File: config.mk
export PLATFORM = sky130hd
export DESIGN_NAME = blur_frame_ctrl
export DESIGN_NICKNAME = d
export VERILOG_FILES = /design/src/rtl/blur_frame_ctrl.sv
export SDC_FILE = /design/constraint.sdc
export NUM_CORES = 1
export LEC_CHECK = 0
export ABC_AREA = 1
export BUFFER_PORTS_ARGS = -buffer_cell sky130_fd_sc_hd__buf_2
export CORE_MARGIN = 4
export CORE_UTILIZATION = 40
export CTS_BUF_LIST = sky130_fd_sc_hd__clkbuf_16
export DETAILED_ROUTE_END_ITERATION = 12
export PLACE_DENSITY = 0.7
export REMOVE_ABC_BUFFERS = 1
export SLEW_MARGIN = 20
export SYNTH_ARGS = -nofsm -noshare
export SYNTH_HDL_FRONTEND = slang
export SYNTH_SLANG_ARGS = --single-unit
File: constraint.sdc
create_clock -name clk -period 3.1 [get_ports clk]
set_clock_uncertainty 0.15 [all_clocks]
set_input_delay 0.62 -clock clk [delete_from_list [all_inputs] [get_ports clk]]
set_output_delay 0.62 -clock clk [all_outputs]
set_load 0.01 [all_outputs]
File: src/rtl/blur_frame_ctrl.sv
// Frame sequencer and credit-based flow controller for the 3x3 box blur datapath.
// Define BLUR_FRAME_CTRL_STATS_EN to add the stall_cycles output.
module blur_frame_ctrl #(
    parameter int unsigned DATA_WIDTH  = 8,
    parameter int unsigned IMG_WIDTH   = 512,
    parameter int unsigned IMG_HEIGHT  = 512,
    parameter int unsigned NUM_BUF     = 4,
    parameter int unsigned OUT_PER_ROW = 512,
    localparam int unsigned RowW       = $clog2(IMG_HEIGHT + 1)
) (
    input  logic                  clk,
    input  logic                  rst,
    input  logic                  start,
    output logic                  busy,
    output logic                  frame_done,
    input  logic [DATA_WIDTH-1:0] s_pixel,
    input  logic                  s_valid,
    output logic                  s_ready,
    output logic [DATA_WIDTH-1:0] blur_pixel,
    output logic                  blur_valid,
    input  logic                  blur_line_rd,
    input  logic                  blur_out_valid,
    output logic [RowW-1:0]       rows_in,
    output logic [RowW-1:0]       rows_out,
    output logic                  credit_err
`ifdef BLUR_FRAME_CTRL_STATS_EN
    ,
    output logic [31:0]           stall_cycles
`endif
);

    localparam int unsigned ColW     = (IMG_WIDTH > 1) ? $clog2(IMG_WIDTH) : 1;
    localparam int unsigned CrdW     = $clog2(NUM_BUF + 1);
    localparam int unsigned OutTotal = (IMG_HEIGHT - 2) * OUT_PER_ROW;
    localparam int unsigned OutW     = $clog2(OutTotal + 1);

    typedef enum logic [1:0] {StIdle, StRun, StDrain, StDone} state_e;

    state_e          state_q, state_d;
    logic [ColW-1:0] col_q, col_d;
    logic [RowW-1:0] rows_in_q, rows_in_d;
    logic [RowW-1:0] rows_out_q, rows_out_d;
    logic [OutW-1:0] out_cnt_q, out_cnt_d;
    logic [CrdW-1:0] credits_q, credits_d;
    logic            credit_err_q, credit_err_d;
    logic            hs;
    logic            line_done;
    logic            counting;

    assign s_ready    = (state_q == StRun) && (credits_q != '0) &&
                        (rows_in_q < RowW'(IMG_HEIGHT));
    assign hs         = s_valid && s_ready;
    assign line_done  = hs && (col_q == ColW'(IMG_WIDTH - 1));
    assign counting   = (state_q == StRun) || (state_q == StDrain);
    assign blur_pixel = s_pixel;
    assign blur_valid = hs;
    assign busy       = counting;
    assign frame_done = (state_q == StDone);
    assign rows_in    = rows_in_q;
    assign rows_out   = rows_out_q;
    assign credit_err = credit_err_q;

    always_comb begin
        state_d      = state_q;
        col_d        = col_q;
        rows_in_d    = rows_in_q;
        rows_out_d   = rows_out_q;
        out_cnt_d    = out_cnt_q;
        credits_d    = credits_q;
        credit_err_d = credit_err_q;

        // A freed buffer and a newly filled one in the same cycle cancel out.
        if (line_done && !blur_line_rd) begin
            credits_d = credits_q - CrdW'(1);
        end else if (!line_done && blur_line_rd) begin
            if (credits_q == CrdW'(NUM_BUF)) begin
                credit_err_d = 1'b1;
            end else begin
                credits_d = credits_q + CrdW'(1);
            end
        end

        if (counting) begin
            if (blur_line_rd && (rows_out_q != RowW'(IMG_HEIGHT))) begin
                rows_out_d = rows_out_q + RowW'(1);
            end
            if (blur_out_valid && (out_cnt_q != OutW'(OutTotal))) begin
                out_cnt_d = out_cnt_q + OutW'(1);
            end
        end

        unique case (state_q)
            StIdle: begin
                if (start) begin
                    state_d    = StRun;
                    col_d      = '0;
                    rows_in_d  = '0;
                    rows_out_d = '0;
                    out_cnt_d  = '0;
                    credits_d  = CrdW'(NUM_BUF);
                end
            end
            StRun: begin
                if (hs) begin
                    if (line_done) begin
                        col_d     = '0;
                        rows_in_d = rows_in_q + RowW'(1);
                        if (rows_in_q == RowW'(IMG_HEIGHT - 1)) begin
                            state_d = StDrain;
                        end
                    end else begin
                        col_d = col_q + ColW'(1);
                    end
                end
            end
            StDrain: begin
                if ((rows_out_q == RowW'(IMG_HEIGHT - 2)) && (out_cnt_q == OutW'(OutTotal))) begin
                    state_d = StDone;
                end
            end
            StDone: state_d = StIdle;
            default: state_d = StIdle;
        endcase
    end

    always_ff @(posedge clk) begin
        if (rst) begin
            state_q      <= StIdle;
            col_q        <= '0;
            rows_in_q    <= '0;
            rows_out_q   <= '0;
            out_cnt_q    <= '0;
            credits_q    <= CrdW'(NUM_BUF);
            credit_err_q <= 1'b0;
        end else begin
            state_q      <= state_d;
            col_q        <= col_d;
            rows_in_q    <= rows_in_d;
            rows_out_q   <= rows_out_d;
            out_cnt_q    <= out_cnt_d;
            credits_q    <= credits_d;
            credit_err_q <= credit_err_d;
        end
    end

`ifdef BLUR_FRAME_CTRL_STATS_EN
    logic [31:0] stall_q, stall_d;

    always_comb begin
        stall_d = stall_q;
        if ((state_q == StRun) && s_valid && !s_ready && (stall_q != '1)) begin
            stall_d = stall_q + 32'd1;
        end
        if ((state_q == StIdle) && start) begin
            stall_d = '0;
        end
    end

    always_ff @(posedge clk) begin
        if (rst) begin
            stall_q <= '0;
        end else begin
            stall_q <= stall_d;
        end
    end

    assign stall_cycles = stall_q;
`endif

endmodule
==> flow_metrics.py, run 1 <==
metrics = {
    "run_status": {
        "run_status": "completed",
    },
    "timing": {
        "max_freq_mhz": 404.0,
        "tns_ps": 0,
        "worstMarginPinSlew_ps": 836.1,
        "hold_viol": 0,
        "report.final.slew_viol_count": 0,
        "period_needed_ps": 2475,
        "maxSlewHeadroom_pct": 44.26,
        "layout_worst_path_cycle_share_pct": 79.85,
        "setup_viol": 0,
        "rsz0062_at_grt": "false",
    },
    "route": {
        "drt_iter0_markers": 140,
        "drc": 0,
        "postRouteAntennaNets": 0,
        "viasPerCell": 4.939,
        "wl_per_cell_um": 11.24,
        "routed_wirelength_mm": 6.239,
        "firstDrtPassIters": 4,
        "vias": 2741,
    },
    "pwr": {
        "power_per_cell_area_nw_per_um2": 575.3,
        "power.switching_mw": 0.6759,
        "pwr-share-seq_pct": 41.6,
        "switching_share_pct": 35.76,
        "ir_drop_mv": 0.2451,
        "intPower_mw": 1.214,
        "power.leakage_nw": 1.425,
        "p_total_mw": 1.890,
        "pwr-share-comb_pct": 29.6,
        "p_clk_share_pct": 28.8,
    },
    "global_routing": {
        "globalRouteMet2Util_pct": 26.20,
        "antenna_found_initial": 0,
        "globalRouteTotalUtil_pct": 14.99,
        "grt_pass1_vias": 2581,
        "grt.overflow.total": 0,
        "grt_max_degree": 17,
        "grtUsageMet1_pct": 17.63,
        "gr-max-usage-layer": "met2",
        "grt_pass1_wl_mm": 10.82,
        "met3_usage_pct": 4.407,
    },
    "synthesis": {
        "synth_area_sq_um": 2945,
        "yosysSeqAreaShare_pct": 36.02,
        "synthCells": 428,
        "synthArstFlopShare_pct": 0,
        "synth-edff-count": 0,
        "synth_area_per_cell_sq_um": 6.882,
        "ys_seq_elements": 53,
        "yosysWarnings": 0,
        "synth-main-ff-cell": "dfxtp_1",
        "synthDistinctLibCells": 33,
    },
    "floorplanning": {
        "fp.dieH_um": 93.81,
        "row_count": 31,
        "chipWidth_um": 93.81,
        "die-area_sq_um": 8800,
        "start_util_pct": 40.83,
        "ios": 47,
        "core_area_sq_um": 7214,
    },
    "final_layout": {
        "finalNonFillerCells": 555,
        "syn_to_final_growth_pct": 11.55,
        "nets": 484,
        "final_common_cell": "nand2_1",
        "diodes": 0,
        "final_cell_mix": "nand2_1, inv_1, nor2_1",
        "drive_above_1_share_pct": 11.40,
    },
    "setup_path": {
        "cp_common_cell": "nor2_1",
        "path_class": "register to register",
        "arrival_ps": 2520,
        "crit_fanout": 5,
        "cpPeakStageDelay_ps": 350,
        "cp_top_family": "simple AND/OR/NAND/NOR gates",
        "required_ps": 3140,
        "cp_cell_sequence": "ha_1 -> inv_1 -> nor3_1 -> nand3_1 -> nor2_1 -> ha_1 -> nand4_2 -> nand2_1 -> o21ai_0 -> nor2_1 -> nand3_1 -> nand2_1 -> nor2_1",
        "cp_num_buf_inv": 1,
        "slowest_stage": "dfxtp_1",
        "critPathLaunchType": "register",
        "end_kind": "register",
    },
    "run": {
        "cap_violations": 0,
    },
    "cts": {
        "clk_path_buf_depth": 2,
        "cts_sinks": 53,
        "cts_tree": "done",
        "worstSkewPairLatency_ps": 290,
        "cts_max_level": 2,
        "cts_inserted_buffers": 5,
        "cts_hold_buf": 0,
        "post_cts.repair.setup_buffers": 0,
        "root_buffer": "clkbuf_16",
        "cts-resized-gates": 0,
        "path_clk_slew_ps": 70,
    },
    "placed_design": {
        "dp_cells": 547,
        "dpl.hpwl_mm": 4.790,
        "numPortBuffers": 30,
        "gp_congestion": 0.8545,
    },
    "worst_hold_path": {
        "hold_class": "register to register",
    },
}
-- through the flow --
stage / setup slack (ps) / hold slack, ps / instance area (sq um) / utilization, %
2_1_floorplan: 935.4 / 275.3 / 2863 / -
3_3_place_gp: 773.7 / 290.5 / 3144 / 43.58
3_5_place_dp: 652.0 / 303.9 / 3144 / 43.58
4_1_cts: 628.4 / 315.7 / 3286 / 45.54
5_1_grt: 360.8 / 349.1 / 3286 / 45.54
6_report: 624.7 / 317.5 / 3286 / 45.54
-- cell type report --
class | instances | area (sq um)
repair buffers | 31 | 157.7
inverters | 70 | 264.0
flip-flops and latches | 53 | 1061
well taps | 99 | 123.9
clock inverters | 3 | 16.27
clock buffers | 5 | 125.1
multi-input cells | 294 | 1538
fillers | 739 | 3929
-- synth_stat cells (2+ instances only) --
cell type,n,area [sq um]
nand2_1,80,300.3
inv_1,66,247.7
nor2_1,63,236.5
dfxtp_1,53,1061
a21oi_1,35,175.2
o21ai_0,27,135.1
nand3_1,26,130.1
ha_1,15,187.7
nand4_1,9,56.30
nor3_1,9,45.04
buf_4,8,60.06
xor2_1,6,52.55
inv_2,3,11.26
nand3_2,3,30.03
o21a_1,3,22.52
clkbuf_1,2,7.510
nor3b_1,2,15.01
o21bai_1,2,15.01
xnor2_1,2,17.52
-- path summary, 6_finish.rpt --
check / to / from / depth (start not counted) / slack, ps
max: state_q[0] / col_q[0] / 13 / 620
max reg2reg: state_q[0] / col_q[0] / 13 / 620
min: col_q[4] / col_q[4] / 2 / 320
min reg2reg: col_q[4] / col_q[4] / 2 / 320
-- kinds of logic after synthesis --
logic type / after synthesis / share of synthesized area [%]
xor+xnor: 8 / 2.379
simple gates: 199 / 29.95
compound gates: 72 / 13.51
fa+ha+maj: 15 / 6.372
flops: 53 / 36.02
buf+inv: 81 / 11.77
-- worst reg2reg max path, delay by kind of cell (launching register included) --
kind / cells / cell delay, ps
buffers and inverters: 1 / 60
and+or+nand+nor: 9 / 1390
AOI/OAI and AO/OA: 1 / 120
adders and majority gates: 2 / 310
DFF: 1 / 350
-- registers in the layout, summed over array words and instances (netlist names) --
register    count
state_q         2
credits_q       3
credit_err      1
out_cnt_q      18
col_q           9
rows_in        10
rows_out       10
-- power groups by stage --
stage	registers, mW	logic [mW]	clock network (mW)
global route	0.794	0.649	0.586
detailed placement	0.803	0.564	0
CTS	0.787	0.566	0.559
finish	0.785	0.560	0.545
global placement	0.798	0.541	0
floorplan	0.799	0.405	0
-- layer usage --
layer,part of all wire (%),wire length [um]
met1,47,2917
met2,46,2880
met3,5.8,362
met4,1.3,80
met5,0,0
No activity file was read; power rests on OpenSTA's default activity.
==> inputs of run 2 (changes only) <==
Settings changed: PLACE_DENSITY 0.7 to 0.72.
Clock period 3.1 ns to 2.15 ns, I/O delays scaled along.
==> flow_metrics.py, run 2 (synthesized netlist as in run 1, its figures left out) <==
metrics = {
    "global_routing": {
        "globalRouteTotalUtil_pct": 15.91,
        "grt.overflow.total": 0,
        "antenna_found_initial": 0,
        "grt_max_degree": 25,
        "grt_pass1_wl_mm": 11.53,
        "grt_pass1_vias": 2726,
    },
    "cts": {
        "cts_hold_buf": 0,
        "worstSkewPairLatency_ps": 290,
        "cts_inserted_buffers": 5,
        "root_buffer": "clkbuf_16",
        "cts_max_level": 2,
        "cts_tree": "done",
        "path_clk_slew_ps": 70,
        "cts_sinks": 53,
        "clk_path_buf_depth": 2,
    },
    "final_layout": {
        "utilization_pct": 48.77,
        "syn_to_final_growth_pct": 19.46,
        "final_cell_mix": "nand2_1, inv_1, nor2_1",
        "nets": 500,
        "final_common_cell": "nand2_1",
        "largest-register": "out_cnt_q",
        "diodes": 0,
        "drive_above_1_share_pct": 19.07,
        "num-fill-cells": 727,
        "largest_reg_flops": 18,
    },
    "route": {
        "wl_per_cell_um": 11.55,
        "postRouteAntennaNets": 0,
        "firstDrtPassIters": 4,
        "routed_wirelength_mm": 6.597,
        "drc": 0,
        "drt_iter0_markers": 94,
        "vias": 2722,
        "viasPerCell": 4.767,
    },
    "setup_path": {
        "required_ps": 2180,
        "cp_common_cell": "buf_4",
        "path_class": "register to register",
        "arrival_ps": 2100,
        "critPathLaunchType": "register",
        "crit_fanout": 3,
        "cpPeakStageDelay_ps": 350,
        "cp_cell_sequence": "ha_4 -> inv_4 -> nor3_4 -> nand3_2 -> buf_6 -> buf_4 -> buf_4 -> buf_4 -> buf_4 -> buf_4 -> nor2_4 -> nor2_2 -> o21a_1",
        "slowest_stage": "dfxtp_2",
        "end_kind": "register",
    },
    "floorplanning": {
        "row_count": 31,
        "die-area_sq_um": 8800,
        "core_area_sq_um": 7214,
        "ios": 47,
        "start_util_pct": 40.83,
        "chipWidth_um": 93.81,
        "fp.dieH_um": 93.81,
    },
    "timing": {
        "tns_ps": 0,
        "setup_viol": 0,
        "layout_worst_path_cycle_share_pct": 95.99,
        "worstMarginPinSlew_ps": 471.5,
        "hold_viol": 0,
        "period_needed_ps": 2064,
        "max_freq_mhz": 484.6,
        "hold_slack_ps": 190.1,
        "rsz0062_at_grt": "true",
        "maxSlewHeadroom_pct": 68.24,
        "worst_slack_ps": 86.25,
        "report.final.slew_viol_count": 0,
    },
    "pwr": {
        "power_per_cell_area_nw_per_um2": 810.2,
        "p_total_mw": 2.851,
        "power.leakage_nw": 1.519,
        "ir_drop_mv": 0.3344,
    },
    "run_status": {
        "run_status": "completed",
    },
    "placed_design": {
        "dpl.hpwl_mm": 4.740,
        "numPortBuffers": 30,
        "place_ws_ps": -125.8,
        "gp_congestion": 0.8796,
    },
    "run": {
        "cap_violations": 0,
    },
    "worst_hold_path": {
        "hold_class": "input port to register",
    },
}
run 2: report_power, final:
| part | leakage, nW | internal [mW] | switching [mW] |
|---|---|---|---|
| clock | 0.0724 | 0.423 | 0.337 |
| combinational | 1.02 | 0.336 | 0.611 |
| sequential | 0.430 | 1.06 | 0.0793 |
| total | 1.52 | 1.82 | 1.03 |
run 2: layer usage:
layer	GRT usage, %	part of all wire (%)	vias to the layer above
li1	-	-	1448
met1	19.01	47	1196
met2	26.91	47	70
met3	3.846	4.3	8
met4	7.100	1.4	0
met5	0	0	-
run 2: worst paths after layout:
check | start | end | slack, ps | cells past startpoint
max | col_q[1] | col_q[6] | 90 | 13
min reg2reg | credit_err | credit_err | 320 | 1
max reg2reg | col_q[1] | col_q[6] | 90 | 13
min | rst | rows_in[5] | 190 | 2
run 2: cell type report:
class / instances / area (sq um) / area share [%]
multi-input cells: 294 / 1632 / 46.37
flip-flops and latches: 53 / 1065 / 30.26
repair buffers: 47 / 285.3 / 8.108
inverters: 70 / 272.8 / 7.753
clock buffers: 5 / 125.1 / 3.556
well taps: 99 / 123.9 / 3.521
clock inverters: 3 / 15.01 / 0.4267
run 2: repair_timing:
| item | 4_1_cts | 5_1_grt |
|---|---|---|
| hold endpoints to repair | 0 | 0 |
| endpoints found under the setup margin | 23 | 23 |
| pin swaps | 8 | 10 |
| buffers inserted | 7 | 0 |
| gates resized for setup | 9 | 27 |
run 2: stage by stage:
step           std cells  area [sq um]
2_1_floorplan        417          2863
3_3_place_gp         556          3212
3_5_place_dp         556          3212
4_1_cts              571          3431
5_1_grt              571          3518
6_report             571          3518
run 2: worst max-delay path, delay by kind of cell, from the launching register on:
| kind | cells | cell delay [ps] |
|---|---|---|
| simple gates | 4 | 450 |
| compound gates | 1 | 90 |
| flops | 1 | 350 |
| buf+inv | 7 | 770 |
| fa+ha+maj | 1 | 140 |
==> inputs of run 3 (changes only) <==
Settings changed: CTS_BUF_LIST sky130_fd_sc_hd__clkbuf_16 to not set.
==> flow_metrics.py, run 3 (synthesized netlist as in run 1, its figures left out) <==
metrics = {
    "pwr": {
        "power_per_cell_area_nw_per_um2": 771.4,
        "p_clk_share_pct": 21.0,
        "power.switching_mw": 0.9937,
        "pwr-share-seq_pct": 43.6,
        "switching_share_pct": 37.87,
        "p_total_mw": 2.624,
        "ir_drop_mv": 0.3723,
        "power.leakage_nw": 1.456,
        "pwr-share-comb_pct": 35.4,
        "intPower_mw": 1.631,
    },
    "setup_path": {
        "cp_top_family": "simple AND/OR/NAND/NOR gates",
        "cp_common_cell": "nor2_2",
        "end_kind": "register",
        "crit_fanout": 4,
        "cpPeakStageDelay_ps": 360,
        "cp_num_buf_inv": 1,
        "path_class": "register to register",
        "arrival_ps": 2140,
        "slowest_stage": "dfxtp_2",
        "cp_cell_sequence": "ha_4 -> inv_4 -> nor3_4 -> nand3_2 -> nor2_2 -> ha_2 -> nand4_4 -> nand2_4 -> o21ai_2 -> nor2_2 -> nand3_1 -> nand2_1 -> nor2_1",
        "critPathLaunchType": "register",
        "required_ps": 2210,
    },
    "timing": {
        "max_freq_mhz": 481.0,
        "period_needed_ps": 2079,
        "tns_ps": 0,
        "setup_viol": 0,
        "rsz0062_at_grt": "true",
        "report.final.slew_viol_count": 0,
        "worstMarginPinSlew_ps": 449.0,
        "maxSlewHeadroom_pct": 69.75,
        "hold_slack_ps": 161.8,
        "hold_viol": 0,
        "layout_worst_path_cycle_share_pct": 96.70,
    },
    "global_routing": {
        "globalRouteTotalUtil_pct": 15.28,
        "grt_pass1_vias": 2633,
        "grt_max_degree": 25,
        "grt.overflow.total": 0,
        "antenna_found_initial": 0,
        "grt_pass1_wl_mm": 11.18,
    },
    "placed_design": {
        "dpl.hpwl_mm": 4.740,
        "gp_congestion": 0.8796,
        "dpl_cell_area_sq_um": 3212,
        "numPortBuffers": 30,
    },
    "final_layout": {
        "final_common_cell": "nand2_1",
        "largest_reg_flops": 18,
        "finalInstanceArea_sq_um": 3402,
        "final_cell_mix": "nand2_1, inv_1, nor2_1",
        "drive_above_1_share_pct": 17.56,
        "largest-register": "out_cnt_q",
        "nets": 495,
        "diodes": 0,
        "utilization_pct": 47.16,
        "syn_to_final_growth_pct": 15.51,
    },
    "route": {
        "viasPerCell": 4.793,
        "drt_iter0_markers": 136,
        "postRouteAntennaNets": 0,
        "vias": 2713,
        "routed_wirelength_mm": 6.374,
        "firstDrtPassIters": 4,
        "drc": 0,
        "wl_per_cell_um": 11.26,
    },
    "cts": {
        "worstSkewPairLatency_ps": 310,
        "cts_tree": "done",
        "cts_hold_buf": 0,
        "cts_max_level": 2,
        "cts_sinks": 53,
        "root_buffer": "clkbuf_8",
        "path_clk_slew_ps": 100,
        "cts_inserted_buffers": 5,
        "clk_path_buf_depth": 2,
    },
    "floorplanning": {
        "core_area_sq_um": 7214,
        "chipWidth_um": 93.81,
        "ios": 47,
        "die-area_sq_um": 8800,
        "start_util_pct": 40.83,
        "row_count": 31,
        "fp.dieH_um": 93.81,
    },
    "run": {
        "cap_violations": 0,
    },
    "run_status": {
        "run_status": "completed",
    },
    "worst_hold_path": {
        "hold_class": "input port to register",
    },
}
## run 3: cell types whose count changed in the layout (fill, tap and decap cells not counted), moves of 2 or more
cell / delta
buf_4: -4
clkbuf_1: +2
clkbuf_16: -5
clkbuf_8: +5
inv_1: -2
nor2_1: +3
nor2_4: -2
o21ai_0: -2
o21ai_1: +2
## run 3: power groups by stage
stage / sequential [mW] / combinational (mW) / clock, mW
after floorplan: 1.15 / 0.584 / 0
after global placement: 1.15 / 0.838 / 0
after detailed placement: 1.15 / 0.861 / 0
after CTS: 1.13 / 0.864 / 0.567
after global routing: 1.16 / 1.05 / 0.608
final: 1.14 / 0.929 / 0.552
## run 3: timing repair
| action | 4_1_cts | 5_1_grt |
|---|---|---|
| gates resized for setup | 2 | 29 |
| pin swaps | 3 | 10 |
| setup endpoints to repair | 19 | 24 |
| setup buffers | 0 | 2 |
## run 3: per-stage QoR
step	setup slack (ps)	std cells
3_5_place_dp	-125.8	556
4_1_cts	15.56	564
3_3_place_gp	-11.48	556
5_1_grt	-47.36	566
2_1_floorplan	-14.55	417
6_report	71.03	566
## run 3: final timing paths
| check | startpoint | to | slack [ps] | cells past startpoint |
|---|---|---|---|---|
| max | col_q[1] | state_q[1] | 70 | 13 |
| min | rst | rows_in[5] | 160 | 2 |
| min reg2reg | col_q[4] | col_q[4] | 320 | 2 |
| max reg2reg | col_q[1] | state_q[1] | 70 | 13 |
## run 3: worst register-to-register path: stages (launching register included)
cell     delay, ps
dfxtp_2        360
ha_4           140
inv_4           40
nor3_4         200
nand3_2        120
nor2_2         120
ha_2           200
nand4_4        100
nand2_4        100
o21ai_2         60
nor2_2         170
nand3_1        110
nand2_1         90
nor2_1          40
## run 3: area by class of cell
class	count	area, sq um
Clock buffer	7	76.32
Clock inverter	1	7.507
Fill cell	751	3812
Tap cell	99	123.9
Timing Repair Buffer	42	244.0
Sequential cell	53	1064
Multi-Input combinational cell	294	1617
Inverter	70	270.3
## run 3: per-layer routing
metal | vias to the layer above | GRT usage (%) | routed length [um]
li1 | 1438 | - | -
met4 | 0 | 4.573 | 77
met1 | 1200 | 18.86 | 3050
met2 | 68 | 25.78 | 2918
met3 | 7 | 4.247 | 328
met5 | - | 0 | 0
